[src/rtl/alu_ctrl_seq.sv]
// alu_ctrl_seq: registered ALU control decoder with a valid/ready handshake
// and a MULT/DIV busy sequencer that holds off new requests until the HI/LO
// unit finishes.
// Optional feature macro: ALU_CTRL_SHIFT_EN adds SLL/SRL/SRA R-type decodes.
module alu_ctrl_seq #(
  parameter int unsigned ALUOP_W   = 3,
  parameter int unsigned CTL_W     = 4,
  parameter int unsigned MD_CYCLES = 32,
  parameter int unsigned CNT_W     = 8
) (
  input  logic               clk,
  input  logic               rst_n,
  input  logic               in_valid,
  output logic               in_ready,
  input  logic [ALUOP_W-1:0] alu_op,
  input  logic [5:0]         funct,
  input  logic               stall_in,
  input  logic               flush,
  output logic               out_valid,
  output logic [CTL_W-1:0]   alu_ctl,
  output logic               illegal,
  output logic               md_start,
  output logic               md_op,
  output logic               md_busy,
  output logic               md_done
);

  typedef enum logic [0:0] {StIdle, StBusy} md_state_e;

  md_state_e        state_q, state_d;
  logic [CNT_W-1:0] cnt_q, cnt_d;

  logic             out_valid_q;
  logic [CTL_W-1:0] alu_ctl_q;
  logic             illegal_q;
  logic             md_start_q;
  logic             md_op_q;

  logic [3:0]       dec_ctl;
  logic             dec_ill;
  logic             dec_md;
  logic             dec_mdop;
  logic             accept;

  // Decode the op class and R-type funct; anything unrecognised is flagged.
  always_comb begin
    dec_ctl  = 4'b1111;
    dec_ill  = 1'b1;
    dec_md   = 1'b0;
    dec_mdop = 1'b0;
    case (alu_op)
      ALUOP_W'(0): begin
        dec_ill = 1'b0;
        case (funct)
          6'b100000, 6'b100001: dec_ctl = 4'b0010;
          6'b100010, 6'b100011: dec_ctl = 4'b0110;
          6'b100100:            dec_ctl = 4'b0000;
          6'b100101:            dec_ctl = 4'b0001;
          6'b100110:            dec_ctl = 4'b0011;
          6'b100111:            dec_ctl = 4'b1100;
          6'b101010:            dec_ctl = 4'b0111;
          6'b011000: begin
            dec_ctl = 4'b1110;
            dec_md  = 1'b1;
          end
          6'b011010: begin
            dec_ctl  = 4'b1110;
            dec_md   = 1'b1;
            dec_mdop = 1'b1;
          end
`ifdef ALU_CTRL_SHIFT_EN
          6'b000000:            dec_ctl = 4'b1000;
          6'b000010:            dec_ctl = 4'b1001;
          6'b000011:            dec_ctl = 4'b1011;
`endif
          default: begin
            dec_ctl = 4'b1111;
            dec_ill = 1'b1;
          end
        endcase
      end
      ALUOP_W'(1): begin dec_ctl = 4'b0010; dec_ill = 1'b0; end
      ALUOP_W'(2): begin dec_ctl = 4'b0110; dec_ill = 1'b0; end
      ALUOP_W'(3): begin dec_ctl = 4'b0000; dec_ill = 1'b0; end
      ALUOP_W'(4): begin dec_ctl = 4'b0001; dec_ill = 1'b0; end
      ALUOP_W'(5): begin dec_ctl = 4'b0111; dec_ill = 1'b0; end
      ALUOP_W'(6): begin dec_ctl = 4'b1010; dec_ill = 1'b0; end
      default: begin
        dec_ctl = 4'b1111;
        dec_ill = 1'b1;
      end
    endcase
  end

  // Handshake: blocked while the sequencer runs, while a stalled result is held, or on flush.
  always_comb begin
    in_ready = (state_q != StBusy) && !(out_valid_q && stall_in) && !flush;
    accept   = in_valid && in_ready;
  end

  // Output register: flush clears, accept loads, stall holds, otherwise valid drops.
  always_ff @(posedge clk) begin
    if (!rst_n) begin
      out_valid_q <= 1'b0;
      alu_ctl_q   <= '0;
      illegal_q   <= 1'b0;
      md_start_q  <= 1'b0;
      md_op_q     <= 1'b0;
    end else begin
      if (flush) begin
        out_valid_q <= 1'b0;
        illegal_q   <= 1'b0;
      end else if (accept) begin
        out_valid_q <= 1'b1;
        alu_ctl_q   <= CTL_W'(dec_ctl);
        illegal_q   <= dec_ill;
      end else if (!stall_in) begin
        out_valid_q <= 1'b0;
      end
      md_start_q <= accept && dec_md;
      if (accept && dec_md) begin
        md_op_q <= dec_mdop;
      end
    end
  end

  // Sequencer state register and down-counter.
  always_ff @(posedge clk) begin
    if (!rst_n) begin
      state_q <= StIdle;
      cnt_q   <= '0;
    end else begin
      state_q <= state_d;
      cnt_q   <= cnt_d;
    end
  end

  // Sequencer next state: countdown is independent of downstream stall.
  always_comb begin
    state_d = state_q;
    cnt_d   = cnt_q;
    if (flush) begin
      state_d = StIdle;
      cnt_d   = '0;
    end else begin
      unique case (state_q)
        StIdle: begin
          if (accept && dec_md) begin
            state_d = StBusy;
            cnt_d   = CNT_W'(MD_CYCLES - 1);
          end
        end
        StBusy: begin
          if (cnt_q == '0) begin
            state_d = StIdle;
          end else begin
            cnt_d = cnt_q - CNT_W'(1);
          end
        end
        default: begin
          state_d = StIdle;
          cnt_d   = '0;
        end
      endcase
    end
  end

  // Sequencer outputs: done marks the last busy cycle unless it is being flushed.
  always_comb begin
    md_busy = (state_q == StBusy);
    md_done = (state_q == StBusy) && (cnt_q == '0) && !flush;
  end

  assign out_valid = out_valid_q;
  assign alu_ctl   = alu_ctl_q;
  assign illegal   = illegal_q;
  assign md_start  = md_start_q;
  assign md_op     = md_op_q;

endmodule

[config.mk]
export PLATFORM = sky130hd
export DESIGN_NAME = alu_ctrl_seq
export DESIGN_NICKNAME = d
export VERILOG_FILES = /design/src/rtl/alu_ctrl_seq.sv
export SDC_FILE = /design/constraint.sdc
export NUM_CORES = 1
export LEC_CHECK = 0
export ABC_AREA = 1
export CAP_MARGIN = 40
export CORE_ASPECT_RATIO = 0.7
export CORE_MARGIN = 8
export CORE_UTILIZATION = 25
export CTS_CLUSTER_SIZE = 30
export DETAILED_ROUTE_END_ITERATION = 6
export PLACE_DENSITY_LB_ADDON = 0.15
export SKIP_CTS_REPAIR_TIMING = 1
export SLEW_MARGIN = 40
export SYNTH_ARGS = -nofsm -noshare
export SYNTH_HDL_FRONTEND = slang
export SYNTH_SLANG_ARGS = --single-unit
[constraint.sdc]
create_clock -name clk -period 1.2 [get_ports clk]
set_input_delay 0.18 -clock clk [delete_from_list [all_inputs] [get_ports clk]]
set_output_delay 0.18 -clock clk [all_outputs]
set_load 0.005 [all_outputs]
Word-level counts from Yosys, hierarchy flattened
Cells that the tools add are included.
Word-level totals
  register bits after elaboration: 17
  word-level logic and storage cells: 66
  input port bits: 14
  output and inout bits: 11
Operators by class
  bitwise logic cells: 3
  multiplexer cells: 16
  $add $sub $neg: 1
  equality and inequality tests: 20
  reductions and logical operators: 19
Operator list (count)
  $eq 6x6->1 const B: 9
  $pmux 4 s8: 1
  $pmux 4 s7: 1
  $mux 8: 2
  $pmux 8 s2: 1
  $eq 6x5->1 const B: 2
  $reduce_or 11->1: 1
  $eq 3x3->1 const B: 3
  $mux 1: 9
  $logic_not 8->1: 1
  $reduce_or 2->1: 4
  $sub 8x1->8 const B: 1
  $logic_and 1x1->1: 7
  $eq 3x2->1 const B: 2
  $reduce_or 6->1: 1
  $ne 2x1->1 const B: 2
  $pmux 1 s2: 2
  $reduce_and 2->1: 2
  $eq 3x1->1 const B: 1
  $logic_not 3->1: 1
  $not 1->1: 3
  $logic_not 1->1: 2
  $ne 2x2->1 const B: 1

Logic depth before layout (Yosys ltp)
  depth in word-level cells: 8
  mapped depth: 11
  mapped depth without buffers: 11

Least setup slack after synthesis
Ideal clock, no wire load.
  path kind: reg-to-reg
  start: reg cnt_q[0]
  end: reg cnt_q[0]
  stages on the path, launching flop included: 9
  data arrival time: 1268 ps
  buffers on the path: 0
  path slack: -136 ps
  clock period less this slack: 1336 ps
  library setup time: 67 ps
  data required time: 1133 ps
  cell sequence: dfxtp_1 -> inv_1 -> ha_1 -> nand4_1 -> nand2_1 -> nand2_8 -> inv_6 -> nand2_2 -> o21ai_2
Between the ends
  cells in the longest elaborated chain, start to end: 3
  elaborated cells between the ends (all ways): 6
  those cells by class: add/sub (1); eq/ne (1); mux (2); reduce/logical (2)
Ends and longest elaborated chain
  start: declaration: RTL line 31  | logic [CNT_W-1:0] cnt_q, cnt_d;
  start signal: assignment: RTL line 134  | cnt_q <= cnt_d;
  $sub 8x1->8 / $logic_not 8->1 (equally long branches): RTL line 157, 154
  $mux 8 / $ne 2x2->1 (equally long branches)
  $pmux 8 s2 / $reduce_and 2->1 (equally long branches)
Several ways; a longest one is shown, not always the timed one. The select of a mux whose other input is x is not followed.
A chain may end at the register's enable or synchronous reset.

Worst setup path after layout
  start: reg cnt_q[4]
  end: out md_done
Between the ends
  cells in the longest elaborated chain, start to end: 3
Ends and longest elaborated chain
  $logic_not 8->1: RTL line 171  | md_done = (state_q == StBusy) && (cnt_q == '0) && !flush;
  $logic_and 1x1->1 (2 in series): RTL line 171
  end: declaration: RTL line 25  | output logic md_done
Every way passes these cells.

==> run summary <==
Status - finished with violations
Violated checks - negative setup slack
Post-route clock period utilization - 1.18
FF-to-FF setup slack - -0.12 ns
Vias in the first global route - 1,115
Die ar. - 0.00653 sq mm
Clk_lat worst skew - 0.25 ns
Met2 global-route usage - 0.135
Tmin final - 1.42 ns
Vias/cell - 4.39
Final Instance Area - 0.00184 sq mm
Warnings, synthesis - 0
Pleak - 1.09 nW
Longest Clk Path Bufs - 2
Drc violations - 0
DRT Wirelength - 3170 microns
CP peak stage delay - 0.31 ns
Syn Area/Cell - 7.10 sq um
Crit end category - primary output
Ant diodes - 0
HPWL after DPL - 2440 microns
Unrepaired setup endpoints after global routing - true
Crit path to - md_done
Initial Util - 0.263
Rows - 19
Cell Chain, Critical Path - nor2_1 > nand4_1 > nor3_2 > buf_2
Fin worst setup slack - -0.222 ns
PortBufs - 24
Layout area overhead - 76.6%
Mapped Cells - 147
Synthesized area - 0.00104 sq mm
Count of final hold-check violations - 0
Worst slew pin tran - 0.321 ns
Sequential Power Share - 0.460
Chip width - 93.2 microns
Met3 usage - 0.0374
Worst Hold Class - input port to flop
Layout Nets - 229
Max Slew Vio Count - 0
Max Freq - 703 MHz
Setup violators final - 10
DIE HEIGHT - 70.1 microns
WS Path Type - flop to primary output
Type of origin of the critical path - flop
CP max-delay cell - dfxtp_1
Power per cell area - 683 mW/mm^2
Iter 0 DRT Violations - 55
Routed via count - 1,163
Final ANT Viol Nets - 0
DR WL/cell - 12.0 microns
Largest net degree at the start of global routing - 10
Slew headroom - 0.784
Synthesized flop and latch total - 17
Root buf cell - clkbuf_8
Placed Area - 0.00163 sq mm
Combinational share of power - 0.192
Critical Path RT - 1.02 ns
CTS tree - done
Clock share of power - 0.347
Synth unique cells - 29
CP arrival - 1.24 ns
Grt ovf - 0
Global routing's busiest layer - met2
Reg-to-reg startpoint - cnt_q[4]$_SDFFE_PP0P_
First drt pass iteration count - 4
Clock H-tree levels - 1
Io pins - 25
Clock sinks - 17
Global-route wire length before repair - 5060 microns
Worst ir drop on vdd - 0.437 mV
Met1 usage - 0.128
CTS clk-pin slew, worst paths - 0.07 ns
FF-to-FF path depth - 9
Post-Syn Nets - 162
Critical Path Start - cnt_q[4]$_SDFFE_PP0P_
Pint - 0.936 mW
Sequential fraction of the synthesis area - 0.326
Share of cells above drive strength 1 - 0.427
CTS buffer count - 3
Clock Skew - 0.00334 ns
Reg2reg end - cnt_q[0]$_SDFFE_PP0P_
Total track usage - 0.0945
Power consumption - 1.26 mW
Initial antenna violation count - 0
Final GP Congestion - 0.779
MaxCap Viol Count - 0
Net switching power - 0.323 mW
Placeable Area - 0.00397 sq mm
Sw frac - 0.256
Worst-path maximum fanout - 2
[worst max-delay path: cells and delay by family, from the launching register on]
family | cells | cell delay [ns]
AND/OR/NAND/NOR | 3 | 0.54
flip-flops | 1 | 0.31
buffers and inverters | 1 | 0.13
[cells in the mapped netlist]
master | number | area [sq um]
inv_6 | 2 | 17.5
o21ai_2 | 3 | 26.3
o21a_1 | 2 | 15.0
a31oi_1 | 2 | 12.5
nand3_2 | 1 | 10.0
xor2_1 | 2 | 17.5
nand2_8 | 1 | 20.0
nor2_1 | 18 | 67.6
nand3_1 | 10 | 50.1
or2_2 | 1 | 6.26
xnor2_1 | 3 | 26.3
nand3_4 | 1 | 17.5
a211oi_1 | 1 | 7.51
nand2_4 | 2 | 22.5
nand4_1 | 4 | 25.0
nor3_4 | 1 | 16.3
ha_1 | 1 | 12.5
o21ai_0 | 3 | 15.0
a21oi_1 | 10 | 50.1
inv_1 | 18 | 67.6
o22ai_1 | 1 | 6.26
nor3_1 | 2 | 10.0
nand2_1 | 26 | 97.6
nand2_2 | 7 | 43.8
o21ai_1 | 3 | 15.0
nand3b_1 | 1 | 7.51
a21oi_2 | 1 | 8.76
inv_2 | 3 | 11.3
dfxtp_1 | 17 | 340
[registers in the layout (all words and copies together), names as in the netlist]
register / cells
cnt_q: 8
illegal: 1
alu_ctl: 4
md_busy: 1
md_op: 1
out_valid: 1
md_start: 1
[placed cells by master (no fill, tap or decap), types with 4 or more instances in the layout]
master / instances
buf_4: 37
inv_2: 4
nand4_1: 4
a21oi_2: 5
nand2_4: 4
dfxtp_1: 13
nand2_2: 11
nand3_1: 8
dlymetal6s2s_1: 20
nor2_1: 14
inv_1: 16
nand2_1: 20
a21oi_1: 6
o21ai_2: 4
[cells by family after synthesis]
| family | after synthesis | share of synthesized area |
|---|---|---|
| AO/OA/AOI/OAI | 26 | 0.150 |
| XOR/XNOR | 5 | 0.0420 |
| adder cells (fa/ha/maj) | 1 | 0.0120 |
| buffers and inverters | 23 | 0.0923 |
| flip-flops | 17 | 0.326 |
| AND/OR/NAND/NOR | 75 | 0.378 |
[worst min path at each step]
stage                                    endpoint                from  slack [ns]  depth (start not counted)
final                      out_valid$_SDFFE_PP0P_            stall_in        0.23                          3
after global routing       out_valid$_SDFFE_PP0P_            stall_in        0.23                          3
after CTS                      md_op$_SDFFE_PN0P_  md_op$_SDFFE_PN0P_        0.48                          2
after detailed placement       md_op$_SDFFE_PN0P_  md_op$_SDFFE_PN0P_        0.47                          2
after global placement         md_op$_SDFFE_PN0P_  md_op$_SDFFE_PN0P_        0.46                          2
after floorplan           alu_ctl[1]$_SDFFE_PN0P_               rst_n        0.32                          2
[power by group through the flow]
stage / sequential [mW] / clock [mW] / combinational (mW)
2_1_floorplan: 0.592 / 0 / 0.0792
3_3_place_gp: 0.592 / 0 / 0.220
3_5_place_dp: 0.592 / 0 / 0.221
4_1_cts: 0.579 / 0.459 / 0.223
5_1_grt: 0.581 / 0.473 / 0.265
6_report: 0.580 / 0.437 / 0.242
[final cells by class]
type | instances | area, sq um
Tap cell | 52 | 65.1
Multi-Input combinational cell | 107 | 703
Sequential cell | 17 | 348
Inverter | 23 | 106
Timing Repair Buffer | 62 | 576
Clock buffer | 4 | 45.0
Fill cell | 394 | 2130
[through the flow]
step / hold slack, ns / setup TNS, ns / cells / utilization / setup WS, ns
2_1_floorplan: 0.318 / -0.00402 / 147 / - / -0.00402
3_3_place_gp: 0.460 / -6.39 / 256 / 0.409 / -0.419
4_1_cts: 0.479 / -4.11 / 260 / 0.421 / -0.620
6_report: 0.235 / -1.09 / 265 / 0.464 / -0.222
5_1_grt: 0.230 / -2.08 / 265 / 0.464 / -0.317
3_5_place_dp: 0.471 / -7.10 / 256 / 0.409 / -0.497
[metal layers]
layer | share of wire | routed length, microns
met5 | 0 | 0
met4 | 0.0063 | 20
met3 | 0.049 | 154
met2 | 0.45 | 1430
met1 | 0.49 | 1570
(Power assumes the default switching activity.)
